--- src/rtl/uart_tx_arbiter.sv ---
// Round-robin, packet-locking arbiter that shares one uart_tx serializer between two byte requesters.
// Optional stall watchdog: define ARB_WATCHDOG_EN to enable it (otherwise wd_err is tied low).
module uart_tx_arbiter #(
    parameter int MAX_BURST    = 16,
    parameter int WATCHDOG_CYC = 1024
) (
    input  logic       CLK,
    input  logic       RST,
    input  logic       req0_valid,
    input  logic [7:0] req0_data,
    input  logic       req0_last,
    output logic       req0_ready,
    input  logic       req1_valid,
    input  logic [7:0] req1_data,
    input  logic       req1_last,
    output logic       req1_ready,
    output logic       tx_start,
    output logic [7:0] tx_data,
    input  logic       tx_busy,
    output logic [1:0] grant,
    output logic       idle,
    output logic       wd_err
);
    // state     | meaning
    // S_IDLE    | no owner; pick a winner among valid requesters
    // S_LOAD    | owner's ready is high; capture the next byte
    // S_START   | one-cycle start pulse to the serializer
    // S_WAIT_HI | waiting for the serializer to report busy
    // S_WAIT_LO | byte on the wire; on busy falling decide keep or release
    typedef enum logic [2:0] {
        S_IDLE,
        S_LOAD,
        S_START,
        S_WAIT_HI,
        S_WAIT_LO
    } state_t;

    localparam logic [7:0] BURST_LIM = 8'(MAX_BURST);

    if (MAX_BURST < 1 || MAX_BURST > 255) begin : g_bad_burst
        $error("uart_tx_arbiter: MAX_BURST must be in 1..255");
    end
    if (WATCHDOG_CYC < 1 || WATCHDOG_CYC > 65535) begin : g_bad_wd
        $error("uart_tx_arbiter: WATCHDOG_CYC must be in 1..65535");
    end

    state_t     state_q, state_d;
    logic [1:0] grant_q, grant_d;
    logic       rr_ptr_q, rr_ptr_d;
    logic [7:0] burst_cnt_q, burst_cnt_d;
    logic [7:0] tx_data_q, tx_data_d;
    logic       last_q, last_d;
    logic       wd_fire;

    logic       own1;
    logic       sel_valid;
    logic [7:0] sel_data;
    logic       sel_last;
    logic       other_valid;
    logic       at_limit;

    assign own1        = grant_q[1];
    assign sel_valid   = own1 ? req1_valid : req0_valid;
    assign sel_data    = own1 ? req1_data  : req0_data;
    assign sel_last    = own1 ? req1_last  : req0_last;
    assign other_valid = own1 ? req0_valid : req1_valid;
    assign at_limit    = (burst_cnt_q == BURST_LIM);

`ifdef ARB_WATCHDOG_EN
    localparam logic [15:0] WD_LIM = 16'(WATCHDOG_CYC);

    logic [15:0] wd_cnt_q, wd_cnt_d;
    logic        wd_err_q;
    logic        stall;

    assign stall = (state_q == S_LOAD) && !sel_valid;

    always_comb begin
        wd_cnt_d = 16'd0;
        if (stall) begin
            wd_cnt_d = wd_cnt_q + 16'd1;
        end
    end

    assign wd_fire = stall && (wd_cnt_d == WD_LIM);

    always_ff @(posedge CLK or posedge RST) begin
        if (RST) begin
            wd_cnt_q <= 16'd0;
            wd_err_q <= 1'b0;
        end else begin
            wd_cnt_q <= wd_fire ? 16'd0 : wd_cnt_d;
            wd_err_q <= wd_fire;
        end
    end

    assign wd_err = wd_err_q;
`else
    assign wd_fire = 1'b0;
    assign wd_err  = 1'b0;
`endif

    always_comb begin
        state_d     = state_q;
        grant_d     = grant_q;
        rr_ptr_d    = rr_ptr_q;
        burst_cnt_d = burst_cnt_q;
        tx_data_d   = tx_data_q;
        last_d      = last_q;
        case (state_q)
            S_IDLE: begin
                if (req0_valid || req1_valid) begin
                    state_d = S_LOAD;
                    if (req0_valid && req1_valid) begin
                        grant_d = rr_ptr_q ? 2'b10 : 2'b01;
                    end else begin
                        grant_d = req0_valid ? 2'b01 : 2'b10;
                    end
                end
            end
            S_LOAD: begin
                if (sel_valid) begin
                    tx_data_d   = sel_data;
                    last_d      = sel_last;
                    burst_cnt_d = burst_cnt_q + 8'd1;
                    state_d     = S_START;
                end else if (wd_fire) begin
                    grant_d     = 2'b00;
                    rr_ptr_d    = ~own1;
                    burst_cnt_d = 8'd0;
                    state_d     = S_IDLE;
                end
            end
            S_START: begin
                state_d = S_WAIT_HI;
            end
            S_WAIT_HI: begin
                if (tx_busy) begin
                    state_d = S_WAIT_LO;
                end
            end
            S_WAIT_LO: begin
                if (!tx_busy) begin
                    // a full burst only yields the link if someone else is actually waiting
                    if (last_q || (at_limit && other_valid)) begin
                        grant_d     = 2'b00;
                        rr_ptr_d    = ~own1;
                        burst_cnt_d = 8'd0;
                        state_d     = S_IDLE;
                    end else begin
                        if (at_limit) begin
                            burst_cnt_d = 8'd0;
                        end
                        state_d = S_LOAD;
                    end
                end
            end
            default: begin
                state_d = S_IDLE;
            end
        endcase
    end

    always_ff @(posedge CLK or posedge RST) begin
        if (RST) begin
            state_q     <= S_IDLE;
            grant_q     <= 2'b00;
            rr_ptr_q    <= 1'b0;
            burst_cnt_q <= 8'd0;
            tx_data_q   <= 8'h00;
            last_q      <= 1'b0;
        end else begin
            state_q     <= state_d;
            grant_q     <= grant_d;
            rr_ptr_q    <= rr_ptr_d;
            burst_cnt_q <= burst_cnt_d;
            tx_data_q   <= tx_data_d;
            last_q      <= last_d;
        end
    end

    assign req0_ready = (state_q == S_LOAD) && grant_q[0];
    assign req1_ready = (state_q == S_LOAD) && grant_q[1];
    assign tx_start   = (state_q == S_START);
    assign tx_data    = tx_data_q;
    assign grant      = grant_q;
    assign idle       = (state_q == S_IDLE);

endmodule
--- config.mk ---
export PLATFORM = sky130hd
export DESIGN_NAME = uart_tx_arbiter
export DESIGN_NICKNAME = d
export VERILOG_FILES = /design/src/rtl/uart_tx_arbiter.sv
export SDC_FILE = /design/constraint.sdc
export NUM_CORES = 1
export LEC_CHECK = 0
export ABC_AREA = 1
export CELL_PAD_IN_SITES_DETAIL_PLACEMENT = 0
export CELL_PAD_IN_SITES_GLOBAL_PLACEMENT = 1
export CORE_MARGIN = 2
export CORE_UTILIZATION = 39
export DETAILED_ROUTE_END_ITERATION = 8
export DONT_BUFFER_PORTS = 1
export HOLD_SLACK_MARGIN = 0.15
export PLACE_DENSITY = 0.78
export SYNTH_ARGS = -nofsm -noshare
export SYNTH_HDL_FRONTEND = slang
export SYNTH_SLANG_ARGS = --single-unit
--- constraint.sdc ---
create_clock -name CLK -period 1.25 [get_ports CLK]
set_input_delay 0.25 -clock CLK [delete_from_list [all_inputs] [get_ports CLK]]
set_output_delay 0.25 -clock CLK [all_outputs]
set_load 0.05 [all_outputs]
Word-level counts from Yosys, hierarchy flattened
Cells that the tools add are included.
{ "op_classes": {"muxes": 22, "bitwise_logic": 2, "n_reduce_logical": 14, "addsub": 1, "eq_ne": 11} }
{ "op_table": {"columns": ["operator", "count"], "rows": [
  ["8-bit two-way mux", 5],
  ["8-bit case mux with 2 select lines", 1],
  ["3-bit case mux with 5 select lines", 1],
  ["2-bit two-way mux", 6],
  ["3-bit two-way mux", 4],
  ["4-bit AND reduction", 3],
  ["8-bit by 1-bit adder with 8-bit output (second input constant)", 1],
  ["8-bit by 5-bit == test with 1-bit output (second input constant)", 1],
  ["2-bit != test (second input constant)", 4],
  ["3-bit by 2-bit == test with 1-bit output (second input constant)", 2],
  ["1-bit logical AND", 4],
  ["1-bit two-way mux", 4],
  ["2-bit case mux with 2 select lines", 1],
  ["2-bit nonzero test", 2],
  ["3-bit by 1-bit == test with 1-bit output (second input constant)", 1],
  ["3-bit == test (second input constant)", 1],
  ["3-bit zero test", 1],
  ["3-bit != test (second input constant)", 1],
  ["3-bit AND reduction", 1],
  ["1-bit logical OR", 2],
  ["2-bit by 1-bit != test with 1-bit output (second input constant)", 1],
  ["1-bit inverter", 2],
  ["2-bit AND reduction", 1]
]} }
{ "totals": {"in_bits": 23, "register_bits": 23} }

Depth between registers and ports, before layout
Gate-level depths: netlist of the first run.
{ "logic_depth": {"ltp_word": 6, "mapped_depth": 12} }

Worst setup path after synthesis of the first run
Ideal clock, no wire load.
{ "synth_timing": {"path_kind": "register -> output", "start": "reg grant_q[1], in the netlist grant[1]", "end": "out req1_ready", "setup_slack_ns": -0.703, "path_stages_with_launch": 4, "arrival_ns": 1.703, "cell_sequence": "dfrtp_1 inv_1 clkbuf_1 nor2_1"} }
{ "synth_via": {"elab_chain_cells": 1} }
{ "synth_rtl": {"columns": ["element", "line_no", "rtl"], "rows": [
  ["start, declared", "48", "logic [1:0] grant_q, grant_d;"],
  ["start signal, assigned", "174", "grant_q <= grant_d;"],
  ["1-bit logical AND", "183", "assign req1_ready = (state_q == S_LOAD) && grant_q[1];"],
  ["end, declared", "16", "output logic req1_ready,"]
]} }
Every way passes these cells.

Final worst setup path of the first run
{ "layout_timing": {"start": "reg state_q[2]", "end": "out req1_ready"} }
{ "layout_via": {"elab_chain_cells": 2} }
{ "layout_rtl": {"columns": ["element", "line_no", "rtl"], "rows": [
  ["start, declared", "47", "state_t state_q, state_d;"],
  ["start signal, assigned", "173", "state_q <= state_d;"],
  ["3-bit by 1-bit == test with 1-bit output", "183", null],
  ["1-bit logical AND", "183", null]
]} }
Every way passes these cells.

==> results.md, run 1 <==
Status:
- The run finished, with violations left.
- The checks that failed: setup timing.

Flow run:
- The total of max-cap violations is 0.

Pwr:
- IR analysis of the VDD net gives a maximum drop of 1.56 mV.
- For this design the static power due to leakage is 0.00104 µW.
- In this run the power density over the cells is 2580 mW/mm².

GRT:
- The global-route congestion overflow total is 0.
- The largest net degree at the start of global routing is 24.
- In the global route stage, overall resource usage came out at 20.4%.
- The number of global-route vias before repair is 1,517.
- The global-route wire length before repair is 6570 µm.
- The initial antenna violation count is 0.

Floorplanning:
- In this run the core area contains 21 standard-cell rows.
- Pin placement for this block handled 38 I/O pins.
- The area of the core is 0.00336 mm².
- The initial cell density of the core is 41.1%.
- The die height is 63.6 µm.
- The floorplan step defined a die boundary enclosing 0.00404 mm².
- The horizontal die dimension is 63.6 µm.

Clock tree:
- The buffer depth of the longest clock path is 2.
- TritonCTS built the clock tree.
- The number of CTS-inserted buffers is 3.
- After clock tree synthesis, the clock-pin slew on the worst setup and hold paths is 0.14 ns.
- CTS built an H-tree with a depth of 1.
- The clock latency at the later pin of the worst-skew pair is 0.32 ns.
- The number of clock sinks seen by CTS is 23.
- CTS placed an instance of clkbuf_4 at the clock tree root.

Timing:
- Setup repair after global routing could not meet its margin everywhere.
- The final hold violation count is 0.
- Setup violations remaining at the end of the flow were counted as 27.
- The worst clock skew is 0.00661 ns.
- The number of pins exceeding their max-slew limit in the final report is 0.
- Of the available clock period, the critical path in the final layout requires 123%.
- For the finished layout, the period the worst path requires is 1.54 ns.
- The final-layout setup total negative slack is -3.62 ns.
- Setup slack on the critical path of the routed design comes to -0.293 ns.
- Based on the critical path, the design can be clocked at up to 0.648 GHz.

Layout:
- Excluding fillers, the count of instances in the completed layout stands at 298.
- The number of diodes is 0.
- The number of nets in the layout is 278.
- In the final layout, the share of cells above drive strength 1 is 44.0%.
- Relative to the synthesized area, the layout overhead comes to 59.9%.

Drt:
- The post-route antenna net violation count is 0.
- In this run, the number of DRC markers left after iteration 0 of detailed routing was 12.
- The average wire per standard cell is 13.3 µm.
- The via count is 1,449.
- Using the TritonRoute via totals, the vias-per-cell ratio works out to 4.86.
- Before antenna repair, the detailed router went through 4 iterations.
- Summed over all layers, the routed wires come to 3960 µm.
- In the routed design, unresolved DRC markers number 0.

Worst setup path:
- The sum of buffers and inverters on the critical path is 3.
- The path type of the worst setup path is reg -> out.
- The endpoint class of the critical path is an output pin.
- The critical path launch point type is a flip-flop.
- The highest cell delay on the worst timing path is 0.41 ns.
- The cell at the slowest stage of the critical path is dfrtp_1.
- The highest net fanout along the worst path is 3.
- The signal on the critical path passes through inv_2 -> nand3_4 -> buf_6 -> nor2_4 -> buf_12.
- The family of cells with the greatest summed delay on the critical path is flip-flops.
- STA puts the critical path data required time at 1.00 ns.
- Data arrives at the worst endpoint at 1.29 ns.

Place:
- The post-placement cell count is 260.
- Detailed placement finished with a half-perimeter wire length of 2320 µm.
- The final weighted congestion of routability-driven global placement is 0.755.
- The count of buffers added on input and output ports is 0.

Min path:
- The path type of the worst min-delay path is in -> reg.

Synthesis:
- By area the synthesized netlist is led by dfrtp_1 (42%), nand2_1 (16%), nor2_1 (6.2%).
- Summing the sequential cell areas from Yosys gives 41.6% of the chip area.
- The total of warnings raised by yosys is 0.
- The number of distinct standard cells referenced by the synthesized netlist is 27.
- After technology mapping, the gate count stands at 190.
- Summed over its instances, the top area cell type makes up 41.6% of the synthesized netlist area.
- The synthesized area per cell is 7.28 µm².
- Counting flops and latches in the post-synthesis netlist gives 23.
- The biggest area consumer among synthesized cells is dfrtp_1.
- The netlist area before placement is 0.00138 mm².
- The number of nets in the synthesized netlist is 215.
[worst reg2reg max path: stages, from the launching register on]
cell and delay (ns):
dfrtp_1 0.41, buf_4 0.14, buf_4 0.14, nand2_4 0.08, inv_6 0.05, a21oi_4 0.29
nand2_8 0.15, nand2_4 0.10, o21ai_2 0.04
[worst paths after layout]
kind	from	end	slack (ns)	depth (start not counted)
max	state_q[2]$_DFFE_PP0P_	req1_ready	-0.29	5
min	tx_busy	burst_cnt_q[5]$_DFFE_PP0P_	0.20	3
max reg2reg	state_q[2]$_DFFE_PP0P_	burst_cnt_q[2]$_DFFE_PP0P_	-0.22	8
min reg2reg	rr_ptr_q$_DFFE_PP0P_	rr_ptr_q$_DFFE_PP0P_	0.54	2
max in group asynchronous	RST	grant[1]$_DFFE_PP0P_	0.60	3
min in group asynchronous	RST	burst_cnt_q[3]$_DFFE_PP0P_	0.40	3
[timing repair]
item	4_1_cts	5_1_grt
setup endpoints to repair	31	29
hold endpoints to repair	35	0
cloned	4	0
buffers inserted	8	2
resized for setup	38	22
hold buffers	20	0
pin swaps	7	9
[cell usage in the layout (no fill, tap or decap), drive strengths merged, types with 2 or more instances in the layout]
cell type / netlist / layout
a21oi: 2 / 2
a31oi: 10 / 10
buf: 3 / 39
clkbuf: 2 / 3
clkinvlp: 0 / 3
dfrtp: 23 / 23
dlygate4sd3: 0 / 20
ha: 2 / 2
inv: 27 / 27
nand2: 63 / 64
nand3: 12 / 12
nor2: 25 / 25
o21ai: 16 / 16
[stage by stage]
step | cell area [µm²] | power [µW] | hold WS (ns) | utilization (%) | worst slack [ns]
floorplan | 1420 | 3530 | 0.252 | - | -0.129
global placement | 1690 | 4230 | 0.200 | 50.3 | -0.138
detailed placement | 1690 | 4300 | 0.210 | 50.3 | -0.162
CTS | 2130 | 5380 | 0.192 | 63.4 | -0.292
global route | 2210 | 6080 | 0.193 | 65.8 | -0.331
finish | 2210 | 5700 | 0.202 | 65.8 | -0.293
[routing by layer]
layer	vias to the layer above	GRT usage, %	wire length (µm)
met2	25	39.7	2160
met3	2	2.32	104
met1	697	23.0	1670
met4	0	5.43	19
li1	725	-	-
met5	-	0	0
[cells in the mapped netlist, drive strengths merged]
cell	instances
nand2	63
inv	27
nor2	25
dfrtp	23
o21ai	16
nand3	12
a31oi	10
buf	3
a21oi	2
clkbuf	2
ha	2
conb	1
nand4	1
o22ai	1
or2	1
xnor2	1
[where the power goes]
group / leakage [µW] / switching (µW) / internal (µW) / total, µW
clock network: 0.0000177 / 242 / 120 / 362
logic: 0.000753 / 2050 / 1500 / 3550
registers: 0.000270 / 720 / 1070 / 1790
total: 0.00104 / 3010 / 2690 / 5700
[kinds of logic (layout without fill, tap and decap cells)]
| family | Yosys count | after routing | synth area share [%] |
|---|---|---|---|
| AOI/OAI and AO/OA | 29 | 29 | 13.9 |
| xor gates and xnor gates | 1 | 1 | 0.633 |
| and+or+nand+nor | 102 | 103 | 31.3 |
| buffers and inverters | 32 | 93 | 10.5 |
| other | 1 | 1 | 0.271 |
| adders and majority gates | 2 | 2 | 1.81 |
| DFF | 23 | 23 | 41.6 |
[flip-flops by register name, indices dropped and copies added, names as in the netlist]
register     cells
burst_cnt_q      8
grant            2
last_q           1
rr_ptr_q         1
state_q          3
tx_data          8
[area by class of cell]
type                       count  area (µm²)
clock buffer                   3        22.5
fill                         271        1150
timing repair inverter         3        22.5
timing repair buffer          59         561
sequential                    23         588
clock inverter                 1        5.00
tap                           46        57.6
multi-input combinational    136         846
inverter                      27         111
No activity file was read; power rests on OpenSTA's default activity.
==> run 2, diff against run 1 <==
--- a/config.mk
+++ b/config.mk
@@ -12,6 +12,7 @@
 export CORE_UTILIZATION = 39
 export DETAILED_ROUTE_END_ITERATION = 8
 export DONT_BUFFER_PORTS = 1
+export GPL_ROUTABILITY_DRIVEN = 0
 export HOLD_SLACK_MARGIN = 0.15
 export PLACE_DENSITY = 0.78
 export SYNTH_ARGS = -nofsm -noshare
==> results of run 2 <==
Final layout, timing and power as in run 1 (identical DEF).
==> run 3, diff against run 2 <==
--- a/config.mk
+++ b/config.mk
@@ -9,12 +9,12 @@
 export CELL_PAD_IN_SITES_DETAIL_PLACEMENT = 0
 export CELL_PAD_IN_SITES_GLOBAL_PLACEMENT = 1
 export CORE_MARGIN = 2
-export CORE_UTILIZATION = 39
+export CORE_UTILIZATION = 43
 export DETAILED_ROUTE_END_ITERATION = 8
 export DONT_BUFFER_PORTS = 1
 export GPL_ROUTABILITY_DRIVEN = 0
 export HOLD_SLACK_MARGIN = 0.15
-export PLACE_DENSITY = 0.78
+export PLACE_DENSITY = 0.81
 export SYNTH_ARGS = -nofsm -noshare
 export SYNTH_HDL_FRONTEND = slang
 export SYNTH_SLANG_ARGS = --single-unit
==> constraint.sdc (replaced) <==
create_clock -name CLK -period 1.7 [get_ports CLK]
set_input_delay 0.34 -clock CLK [delete_from_list [all_inputs] [get_ports CLK]]
set_output_delay 0.34 -clock CLK [all_outputs]
set_load 0.05 [all_outputs]
==> results.md, run 3 (synthesis results as in run 1) <==
Status:
- Status: finished, final reports clean (was finished with violations).

Floorplanning:
- The area of the core is 0.00305 mm² (was 0.00336 mm²).
- The die height is 60.7 µm (was 63.6 µm).
- The overall die area is 0.00369 mm² (was 0.00404 mm²).
- The number of placement rows is 20 (was 21).
- The initial cell density of the core is 45.3% (was 41.1%).
- The horizontal die dimension was 60.7 µm (was 63.6 µm).
- The boundary pin count is 38 (unchanged).

Place:
- The number of buffers inserted by port buffering came to 0 (unchanged).
- The estimated wirelength of the detail-placed design is 2130 µm (was 2320 µm).
- The post-placement cell count is 238 (was 260).
- The post-placement setup slack is 0.253 ns (was -0.162 ns).

Layout:
- The area added between synthesis and finish is 14.8% (was 59.9%).
- The number of diodes is 0 (unchanged).
- The non-filler instance count after layout is 247 (was 298).
- The leading cell type in the layout, fill and taps excluded is nand2_1 (unchanged).
- The area of the multi-input gates is 688 µm² (was 846 µm²).
- The number of nets in the layout is 229 (was 278).
- Most used cells in the layout excluding fill and tap cells: nand2_1 (58), dfrtp_1 (22), inv_1 (21) (was nand2_1 (43), buf_4 (29), dlygate4sd3_1 (20)).
- The area taken by flip-flops and latches is 577 µm² (was 588 µm²).
- The share of post-route cells with drive strength above 1 is 20.2% (was 44.0%).
- The number of fill cells in the layout is 328 (was 271).

GRT:
- The number of global-route vias before repair is 1,141 (was 1,517).
- The global-route wire length before repair came to 4870 µm (was 6570 µm).
- The largest net degree at the start of global routing is 24 (unchanged).
- The initial antenna violation count is 0 (unchanged).
- The overall fraction of global-route tracks in use came to 17.5% (was 20.4%).
- The global-route congestion overflow total is 0 (unchanged).

Worst setup path:
- The data required time at the worst endpoint is 1.36 ns (was 1.00 ns).
- The endpoint class of the critical path is an output pin (unchanged).
- The highest net fanout along the worst path is 5 (was 3).
- The origin of the critical flop-to-flop path is state_q[1]$_DFFE_PP0P_ (was state_q[2]$_DFFE_PP0P_).
- The data arrival at the endpoint of the critical path is 1.29 ns (about the same).
- The critical register-to-register path endpoint is burst_cnt_q[3]$_DFFE_PP0P_ (was burst_cnt_q[2]$_DFFE_PP0P_).
- The critical path launch point type is a flip-flop (unchanged).
- The internal reg-to-reg setup slack came to 0.21 ns (was -0.22 ns).
- The path type of the worst setup path is reg -> out (unchanged).
- The logic depth of the worst register-to-register path came to 9 (was 8).

Drt:
- The DRC marker count from the first detailed-route iteration is 34 (was 12).
- The DRC violations left is 0 (unchanged).
- The ratio of routed vias to standard cells is 4.78 (was 4.86).
- The via count is 1,181 (was 1,449).
- The post-route antenna net violation count is 0 (unchanged).
- The average wire per standard cell came to 11.7 µm (was 13.3 µm).
- The total wire length was 2880 µm (was 3960 µm).
- The length of the first detailed-routing pass in iterations was 4 (unchanged).

Timing:
- The portion of the clock cycle consumed by the worst path in the final layout is 95.6%.
- The setup slack after layout was 0.0745 ns (was -0.293 ns).
- The number of pins exceeding their max-slew limit in the final report is 0 (unchanged).
- RSZ-0062 raised after global routing: no (was yes).
- The final critical-path required period is 1.63 ns.
- The final hold violation count was 0 (unchanged).
- The maximum clock rate is 0.615 GHz.
- The worst clock skew is 0.00248 ns (was 0.00661 ns).
- The count of final setup violators is 0 (was 27).
- The final-layout setup total negative slack is 0 ns (was -3.62 ns).

Clock tree:
- The number of clock sinks seen by CTS is 23 (unchanged).
- The number of H-tree branching levels is 1 (unchanged).
- The number of CTS-inserted buffers came to 3 (unchanged).
- The clock tree from TritonCTS is yes (unchanged).
- The buffer depth of the longest clock path is 2 (unchanged).
- The clock latency at the later pin of the worst-skew pair is 0.31 ns (was 0.32 ns).
- The clock slew at the register clock pins of the worst setup and hold paths is 0.13 ns (was 0.14 ns).
- The root buffer cell is clkbuf_4 (unchanged).

Min path:
- The worst hold path endpoint was tx_data[3]$_DFFE_PP0P_ (was burst_cnt_q[5]$_DFFE_PP0P_).
- The depth of the worst hold-timing path was 2 (was 3).
- The start point of the worst min-delay path is req0_data[3] (was tx_busy).
- The path type of the worst min-delay path is in -> reg (unchanged).

Pwr:
- The maximum ir drop on the vdd rail is 1.09 mV (was 1.56 mV).
- The total power consumption of the routed design is 3150 µW (was 5700 µW).
- The leakage power is 0.000782 µW (was 0.00104 µW).
- The ratio of total power to cell area is 1990 mW/mm² (was 2580 mW/mm²).

Flow run:
- The total of max-cap violations was 0 (unchanged).
==> run 3: cell types whose count changed in the layout (fill, tap and decap cells not counted), moves of 8 or more <==
cell / previous run / this run
buf_4: 29 / 6
dlygate4sd3_1: 20 / 4
nand2_1: 43 / 58
dfrtp_1: 13 / 22
dfrtp_2: 10 / 1
nand2_2: 11 / 3
==> run 3: what timing repair did <==
| item | CTS | global route |
|---|---|---|
| pin swaps | 0 | 0 |
| setup endpoints to repair | 2 | 4 |
| hold endpoints to repair | 26 | 0 |
| hold buffers | 4 | 0 |
| buffers inserted | 0 | 1 |
| gates resized for setup | 1 | 8 |
==> run 3: per-layer routing <==
layer,track usage (%),vias to the layer above,wire length (µm)
met3,2.77,2,139
met1,23.8,531,1370
met2,28.1,26,1350
li1,-,622,-
met5,0,-,0
met4,6.52,0,18
==> run 3: final cells by class <==
type                    instances  share of cell area, %
inverters                      27                   6.54
well taps                      44                   3.46
clock buffers                   4                   1.65
repair buffers                 14                   8.74
multi-input cells             135                   43.3
flip-flops and latches         23                   36.3
==> run 3: critical path, stage by stage, from the launching register on <==
cell and delay, ns:
dfrtp_2 0.43, inv_1 0.12, nand3_4 0.12, nor2_2 0.15, buf_12 0.15
==> run 3: worst max path at each step <==
stage                          startpoint                    endpoint  slack, ns
4_1_cts            state_q[2]$_DFFE_PP0P_                  req1_ready     -0.002
6_report           state_q[1]$_DFFE_PP0P_                  req1_ready       0.07
2_1_floorplan        grant[1]$_DFFE_PP0P_                  req1_ready      -0.13
5_1_grt            state_q[0]$_DFFE_PP0P_                    tx_start      0.002
3_3_place_gp   burst_cnt_q[0]$_DFFE_PP0P_  burst_cnt_q[3]$_DFFE_PP0P_       0.30
3_5_place_dp   burst_cnt_q[0]$_DFFE_PP0P_  burst_cnt_q[2]$_DFFE_PP0P_       0.25
==> run 3: per-stage QoR <==
stage	hold slack, ns	utilization [%]	cell area (µm²)
5_1_grt	0.160	52.0	1590
2_1_floorplan	0.342	-	1390
6_report	0.166	52.0	1590
3_3_place_gp	0.289	48.6	1490
3_5_place_dp	0.297	48.6	1490
4_1_cts	0.151	50.9	1560
==> run 3: power by group <==
group          internal, µW  switching (µW)
Sequential              765             532
Clock                  91.6             166
Combinational           567            1030
Total                  1420            1730
